**config.mk**
```make
export PLATFORM = sky130hd
export DESIGN_NAME = cache_hierarchy
export DESIGN_NICKNAME = d
export VERILOG_FILES = /design/src/rtl/cache_hierarchy.sv
export SDC_FILE = /design/constraint.sdc
export NUM_CORES = 1
export LEC_CHECK = 0
export ABC_CLOCK_PERIOD_IN_PS = 5570
export CORE_ASPECT_RATIO = 1.25
export CORE_MARGIN = 2
export CORE_UTILIZATION = 23
export DETAILED_ROUTE_END_ITERATION = 7
export PLACE_DENSITY = 0.37
export SETUP_SLACK_MARGIN = 0.02
export SLEW_MARGIN = 20
export SYNTH_ARGS = -nofsm -noshare
export SYNTH_HDL_FRONTEND = slang
export SYNTH_SLANG_ARGS = --single-unit
```
**constraint.sdc**
```tcl
create_clock -name clk -period 5.57 [get_ports clk]
set_input_delay 0.557 -clock clk [delete_from_list [all_inputs] [get_ports clk]]
set_output_delay 0.557 -clock clk [all_outputs]
set_load 0.03 [all_outputs]
```
**src/rtl/cache_hierarchy.sv**
```systemverilog
// Two-level direct-mapped write-through cache (L1 + L2, one word per line) in front of a handshaked memory.
// Statistics counters are built only when CACHE_STATS_EN is defined; otherwise the counter ports read 0.
module cache_hierarchy #(
  parameter int DATA_WIDTH   = 32,
  parameter int ADDR_WIDTH   = 8,
  parameter int L1_LOG_LINES = 2,
  parameter int L2_LOG_LINES = 3
) (
  input  logic                  clk,
  input  logic                  rst,
  input  logic                  req_valid,
  output logic                  req_ready,
  input  logic                  req_write,
  input  logic [ADDR_WIDTH-1:0] req_addr,
  input  logic [DATA_WIDTH-1:0] req_wdata,
  input  logic                  flush,
  output logic                  resp_valid,
  output logic [DATA_WIDTH-1:0] resp_rdata,
  output logic [1:0]            resp_level,
  output logic                  mem_req_valid,
  output logic                  mem_req_write,
  output logic [ADDR_WIDTH-1:0] mem_req_addr,
  output logic [DATA_WIDTH-1:0] mem_req_wdata,
  input  logic                  mem_resp_valid,
  input  logic [DATA_WIDTH-1:0] mem_resp_rdata,
  output logic [31:0]           l1_hit_cnt,
  output logic [31:0]           l1_miss_cnt,
  output logic [31:0]           l2_hit_cnt,
  output logic [31:0]           l2_miss_cnt,
  output logic [2:0]            dbg_state
);

  // Handshake: a request transfers on a rising edge where req_valid and req_ready
  // are both high; resp_valid is a single-cycle pulse that cannot be stalled, and
  // mem_req_valid stays high until the edge that samples mem_resp_valid = 1.

  localparam int L1_LINES = 1 << L1_LOG_LINES;
  localparam int L2_LINES = 1 << L2_LOG_LINES;
  localparam int L1_TAG_W = ADDR_WIDTH - L1_LOG_LINES;
  localparam int L2_TAG_W = ADDR_WIDTH - L2_LOG_LINES;

  typedef enum logic [2:0] {
    S_IDLE = 3'd0,
    S_L1   = 3'd1,
    S_L2   = 3'd2,
    S_MEM  = 3'd3,
    S_RESP = 3'd4
  } state_t;

  state_t state;
  logic   ready_en;

  logic                  op_write;
  logic [ADDR_WIDTH-1:0] op_addr;
  logic [DATA_WIDTH-1:0] op_wdata;

  logic [L1_LINES-1:0]   l1_valid;
  logic [L1_TAG_W-1:0]   l1_tag  [L1_LINES];
  logic [DATA_WIDTH-1:0] l1_data [L1_LINES];
  logic [L2_LINES-1:0]   l2_valid;
  logic [L2_TAG_W-1:0]   l2_tag  [L2_LINES];
  logic [DATA_WIDTH-1:0] l2_data [L2_LINES];

  logic [L1_LOG_LINES-1:0] l1_idx;
  logic [L1_TAG_W-1:0]     l1_tg;
  logic [L2_LOG_LINES-1:0] l2_idx;
  logic [L2_TAG_W-1:0]     l2_tg;
  logic                    l1_hit;
  logic                    l2_hit;

  assign l1_idx = op_addr[L1_LOG_LINES-1:0];
  assign l1_tg  = op_addr[ADDR_WIDTH-1:L1_LOG_LINES];
  assign l2_idx = op_addr[L2_LOG_LINES-1:0];
  assign l2_tg  = op_addr[ADDR_WIDTH-1:L2_LOG_LINES];
  assign l1_hit = l1_valid[l1_idx] && (l1_tag[l1_idx] == l1_tg);
  assign l2_hit = l2_valid[l2_idx] && (l2_tag[l2_idx] == l2_tg);

  // ready_en keeps req_ready low during reset and for the cycle it is released.
  assign req_ready = ready_en && (state == S_IDLE) && !flush;
  assign dbg_state = state;

  always_ff @(posedge clk or negedge rst) begin
    if (!rst) begin
      state         <= S_IDLE;
      ready_en      <= 1'b0;
      op_write      <= 1'b0;
      op_addr       <= '0;
      op_wdata      <= '0;
      l1_valid      <= '0;
      l2_valid      <= '0;
      resp_valid    <= 1'b0;
      resp_rdata    <= '0;
      resp_level    <= 2'd0;
      mem_req_valid <= 1'b0;
      mem_req_write <= 1'b0;
      mem_req_addr  <= '0;
      mem_req_wdata <= '0;
    end else begin
      ready_en <= 1'b1;
      case (state)
        S_IDLE: begin
          if (flush) begin
            l1_valid <= '0;
            l2_valid <= '0;
          end else if (req_valid && req_ready) begin
            op_write <= req_write;
            op_addr  <= req_addr;
            op_wdata <= req_wdata;
            state    <= S_L1;
          end
        end
        S_L1: begin
          if (!op_write && l1_hit) begin
            resp_valid <= 1'b1;
            resp_rdata <= l1_data[l1_idx];
            resp_level <= 2'd0;
            state      <= S_RESP;
          end else begin
            state <= S_L2;
          end
        end
        S_L2: begin
          if (!op_write && l2_hit) begin
            l1_valid[l1_idx] <= 1'b1;
            resp_valid       <= 1'b1;
            resp_rdata       <= l2_data[l2_idx];
            resp_level       <= 2'd1;
            state            <= S_RESP;
          end else begin
            mem_req_valid <= 1'b1;
            mem_req_write <= op_write;
            mem_req_addr  <= op_addr;
            mem_req_wdata <= op_wdata;
            state         <= S_MEM;
          end
        end
        S_MEM: begin
          if (mem_resp_valid) begin
            mem_req_valid <= 1'b0;
            resp_valid    <= 1'b1;
            resp_level    <= 2'd2;
            if (op_write) begin
              resp_rdata <= '0;
            end else begin
              resp_rdata       <= mem_resp_rdata;
              l1_valid[l1_idx] <= 1'b1;
              l2_valid[l2_idx] <= 1'b1;
            end
            state <= S_RESP;
          end
        end
        S_RESP: begin
          resp_valid <= 1'b0;
          state      <= S_IDLE;
        end
        default: state <= S_IDLE;
      endcase
    end
  end

  // Tag/data arrays carry no reset; only the valid bits decide whether a line is live.
  always_ff @(posedge clk) begin
    if (state == S_L1 && op_write && l1_hit) begin
      l1_data[l1_idx] <= op_wdata;
    end
    if (state == S_L2) begin
      if (op_write && l2_hit) begin
        l2_data[l2_idx] <= op_wdata;
      end else if (!op_write && l2_hit) begin
        l1_tag[l1_idx]  <= l1_tg;
        l1_data[l1_idx] <= l2_data[l2_idx];
      end
    end
    if (state == S_MEM && mem_resp_valid && !op_write) begin
      l1_tag[l1_idx]  <= l1_tg;
      l1_data[l1_idx] <= mem_resp_rdata;
      l2_tag[l2_idx]  <= l2_tg;
      l2_data[l2_idx] <= mem_resp_rdata;
    end
  end

`ifdef CACHE_STATS_EN
  logic l1_lookup;
  logic l2_lookup;
  assign l1_lookup = (state == S_L1);
  assign l2_lookup = (state == S_L2);

  function automatic logic [31:0] sat_inc(input logic [31:0] v);
    return (v == 32'hFFFF_FFFF) ? v : v + 32'd1;
  endfunction

  always_ff @(posedge clk or negedge rst) begin
    if (!rst) begin
      l1_hit_cnt  <= '0;
      l1_miss_cnt <= '0;
      l2_hit_cnt  <= '0;
      l2_miss_cnt <= '0;
    end else begin
      if (l1_lookup && l1_hit)  l1_hit_cnt  <= sat_inc(l1_hit_cnt);
      if (l1_lookup && !l1_hit) l1_miss_cnt <= sat_inc(l1_miss_cnt);
      if (l2_lookup && l2_hit)  l2_hit_cnt  <= sat_inc(l2_hit_cnt);
      if (l2_lookup && !l2_hit) l2_miss_cnt <= sat_inc(l2_miss_cnt);
    end
  end
`else
  assign l1_hit_cnt  = '0;
  assign l1_miss_cnt = '0;
  assign l2_hit_cnt  = '0;
  assign l2_miss_cnt = '0;
`endif

endmodule
```
==> results.yml <==
logic_synthesis:
  synth_cells: 1379
  synthMuxAreaShare_pct: 17.3
  synth_area_leaders: "edfxtp_1, dfrtp_1, mux4_2, buf_4, mux2_2"
  yosys_most_used_dff: "edfxtp_1"
  synthArstFlopShare_pct: 23.0
  synth_top_cells_by_count: "edfxtp_1, dfrtp_1, buf_4, mux4_2, mux2_2"
  seq_area_frac_synth_pct: 68.5
  synth_top_family_by_area: "multiplexers"
  synth_xor_area_share_pct: 0.464
  ys_types: 55
  synth-compound-area-share_pct: 5.00
  ys_warn_count: 0
  synth-adder-area-share_pct: 0
  synth_top_area_share_pct: 54.8
  syn_area_um2: 24500
  yosys.area.top_type: "edfxtp_1"
  synth_most_common_cell: "edfxtp_1"
  synth_simple_gate_area_share_pct: 3.22
  synth-seq-cells: 582
  synth-edff-count: 448
  avgSynthCellArea_um2: 17.8
clock_tree:
  ctsLongestPathBuffers: 3
  path_clk_slew_ns: 0.05
  cts.sinks: 582
  cts_max_level: 3
  ctsHoldBuffers: 1
  cts_tree: "yes"
  cts_setup_buffers: 0
  cts_resized: 0
  cts_made_buffers: 69
  cts_root_buf: "clkbuf_16"
  worstSkewPairLatency_ns: 0.62
hold_path:
  min_path_type: "primary input to asynchronous set/reset pin"
power:
  clkPwrFrac_pct: 26.9
  leakagePower_nw: 10.7
  swShare_pct: 34.3
  p_per_area_nw_per_um2: 562
  p_int_mw: 11.0
  total_power_mw: 16.8
  power_frac_comb_pct: 34.1
  peakVddDrop_mv: 0.254
  switching_power_mw: 5.75
  sequentialPowerShare_pct: 39.0
sta:
  min_period_ns: 3.94
  setup_slack_ns: 1.63
  finalHoldViolCount: 0
  setup_viol: 0
  setup_tns_ns: 0
  rsz0062_at_grt: "no"
  max_freq_mhz: 254
  relSlewSlack_pct: 29.8
  tightest_slew_ns: 1.05
  finClkSkew_ns: 0.0241
  drv_slew: 0
  fin_hold_ws_ns: 0.466
  min_period_over_period_pct: 70.8
critical_path:
  required_ns: 5.01
  cp_max_fo: 17
  arrival_ns: 3.39
  cp_slowest_cell: "nor4b_1"
  reg2reg_from: "op_addr[0]$_DFFE_PN0P_"
  rrSetupSlack_ns: 1.69
  rr_worst_depth: 10
  endpoint_kind: "primary output"
  max_stage_delay_ns: 0.84
  timing.rr.end: "l2_data[7][26]$_DFFE_PP_"
  path_cells: "or2_2 -> nor4b_1 -> clkdlybuf4s50_1"
  worstSetupPathType: "flip-flop to primary output"
  start_kind: "flip-flop"
place:
  dpl.hpwl_mm: 42.1
  place.gp.congestion: 0.728
  place_area_um2: 27500
  io_buffers: 158
  post-place-ws_ns: 1.61
grt:
  grt_start_max_net_pins: 100
  antenna_found_initial: 3
  track_usage_pct: 13.2
  grt_pass1_vias: 13800
  grt.overflow.total: 0
  grt_first_pass_wirelength_mm: 102
layout:
  drive_gt1_share_pct: 23.7
  stdcell_area_um2: 29800
  syn2layout_area_growth_pct: 21.4
  nets: 1642
routing:
  vias_per_cell: 4.25
  wl_met2_mm: 37.3
  wl_mm: 71.9
  wl_met1_mm: 29.2
  wl_met3_mm: 3.27
  final_antenna_net_count: 0
  drc: 0
  drt_iter0_markers: 797
  top_layer_used: "met5"
  vias: 13000
  dr.pass1.iters: 5
  wire_per_inst_um: 23.6
flow_run:
  cap_violations: 0
die:
  start_util_pct: 23.1
  pin_count: 287
  die-area_um2: 109000
  rows: 134
  fp.dieW_um: 296
  die_h_um: 369
  core_area_um2: 106000
outcome:
  status: "completed"
worst max path at each step:
stage,startpoint,endpoint
detailed placement,op_addr[0]$_DFFE_PN0P_,l1_data[2][20]$_DFFE_PP_
global route,dbg_state[0]$_DFFE_PN0P_,req_ready
finish,dbg_state[0]$_DFFE_PN0P_,req_ready
CTS,dbg_state[0]$_DFFE_PN0P_,req_ready
floorplan,op_addr[1]$_DFFE_PN0P_,l1_data[0][0]$_DFFE_PP_
global placement,op_addr[0]$_DFFE_PN0P_,l1_data[2][20]$_DFFE_PP_
power by group through the flow:
stage	Clock [mW]	Combinational [mW]	Sequential (mW)
final	4.50	5.72	6.53
after global routing	4.81	6.15	6.64
after CTS	4.66	5.88	6.57
after detailed placement	0	5.85	6.65
after global placement	0	5.81	6.64
after floorplan	0	3.54	6.76
routing by layer:
layer | vias to the layer above | track usage [%]
li1 | 5555 | -
met1 | 6864 | 16.0
met2 | 425 | 23.5
met3 | 120 | 1.99
met4 | 2 | 4.85
met5 | - | 0
per-stage QoR:
stage	util, %	std cells
2_1_floorplan	-	1506
3_3_place_gp	25.9	2920
3_5_place_dp	25.9	2920
4_1_cts	28.0	3047
5_1_grt	28.0	3048
6_report	28.0	3048
worst max-delay path, delay by kind of cell (launching register included):
kind / cells / cell delay [ns]
flops: 1 / 0.64
simple gates: 2 / 1.30
buf+inv: 1 / 0.84
layout make-up:
class,count,area (µm²)
diodes,1,2.50
clock buffers,100,1990
clock inverters,26,253
fillers,10600,76500
inverters,4,15.0
multi-input cells,710,6980
flip-flops and latches,582,16800
well taps,1428,1790
repair buffers,197,1950
sequential cells by signal, indices dropped and copies added (netlist names):
| name | flops |
|---|---|
| resp_rdata | 32 |
| resp_valid | 1 |
| resp_level | 2 |
| mem_req_addr | 8 |
| l2_valid | 8 |
| op_addr | 8 |
| mem_req_wdata | 32 |
| l1_valid | 4 |
| l2_tag | 40 |
| l1_tag | 24 |
| mem_req_write | 1 |
| op_wdata | 32 |
| mem_req_valid | 1 |
| l1_data | 128 |
| dbg_state | 3 |
| ready_en | 1 |
| l2_data | 256 |
| op_write | 1 |
layout by cell type (no fill, tap or decap), types with 9 or more instances in the layout:
cell and count:
a221o_1 62, and3_1 35, mux2i_1 45, clkbuf_16 72, mux2_4 28, mux2_2 82
nand2_1 19, dfrtp_1 131, a21o_1 37, edfxtp_1 448, clkinv_1 9, clkbuf_1 20
mux4_2 105, buf_4 32, conb_1 129, xor2_1 9, clkdlybuf4s50_1 156, nor3_1 10
nor2_1 58
cell families after synthesis:
family / Yosys count
AO/OA/AOI/OAI: 141
XOR/XNOR: 13
buffers and inverters: 214
flip-flops: 582
multiplexers: 268
other: 2
AND/OR/NAND/NOR: 159
No activity file was read; power rests on OpenSTA's default activity.
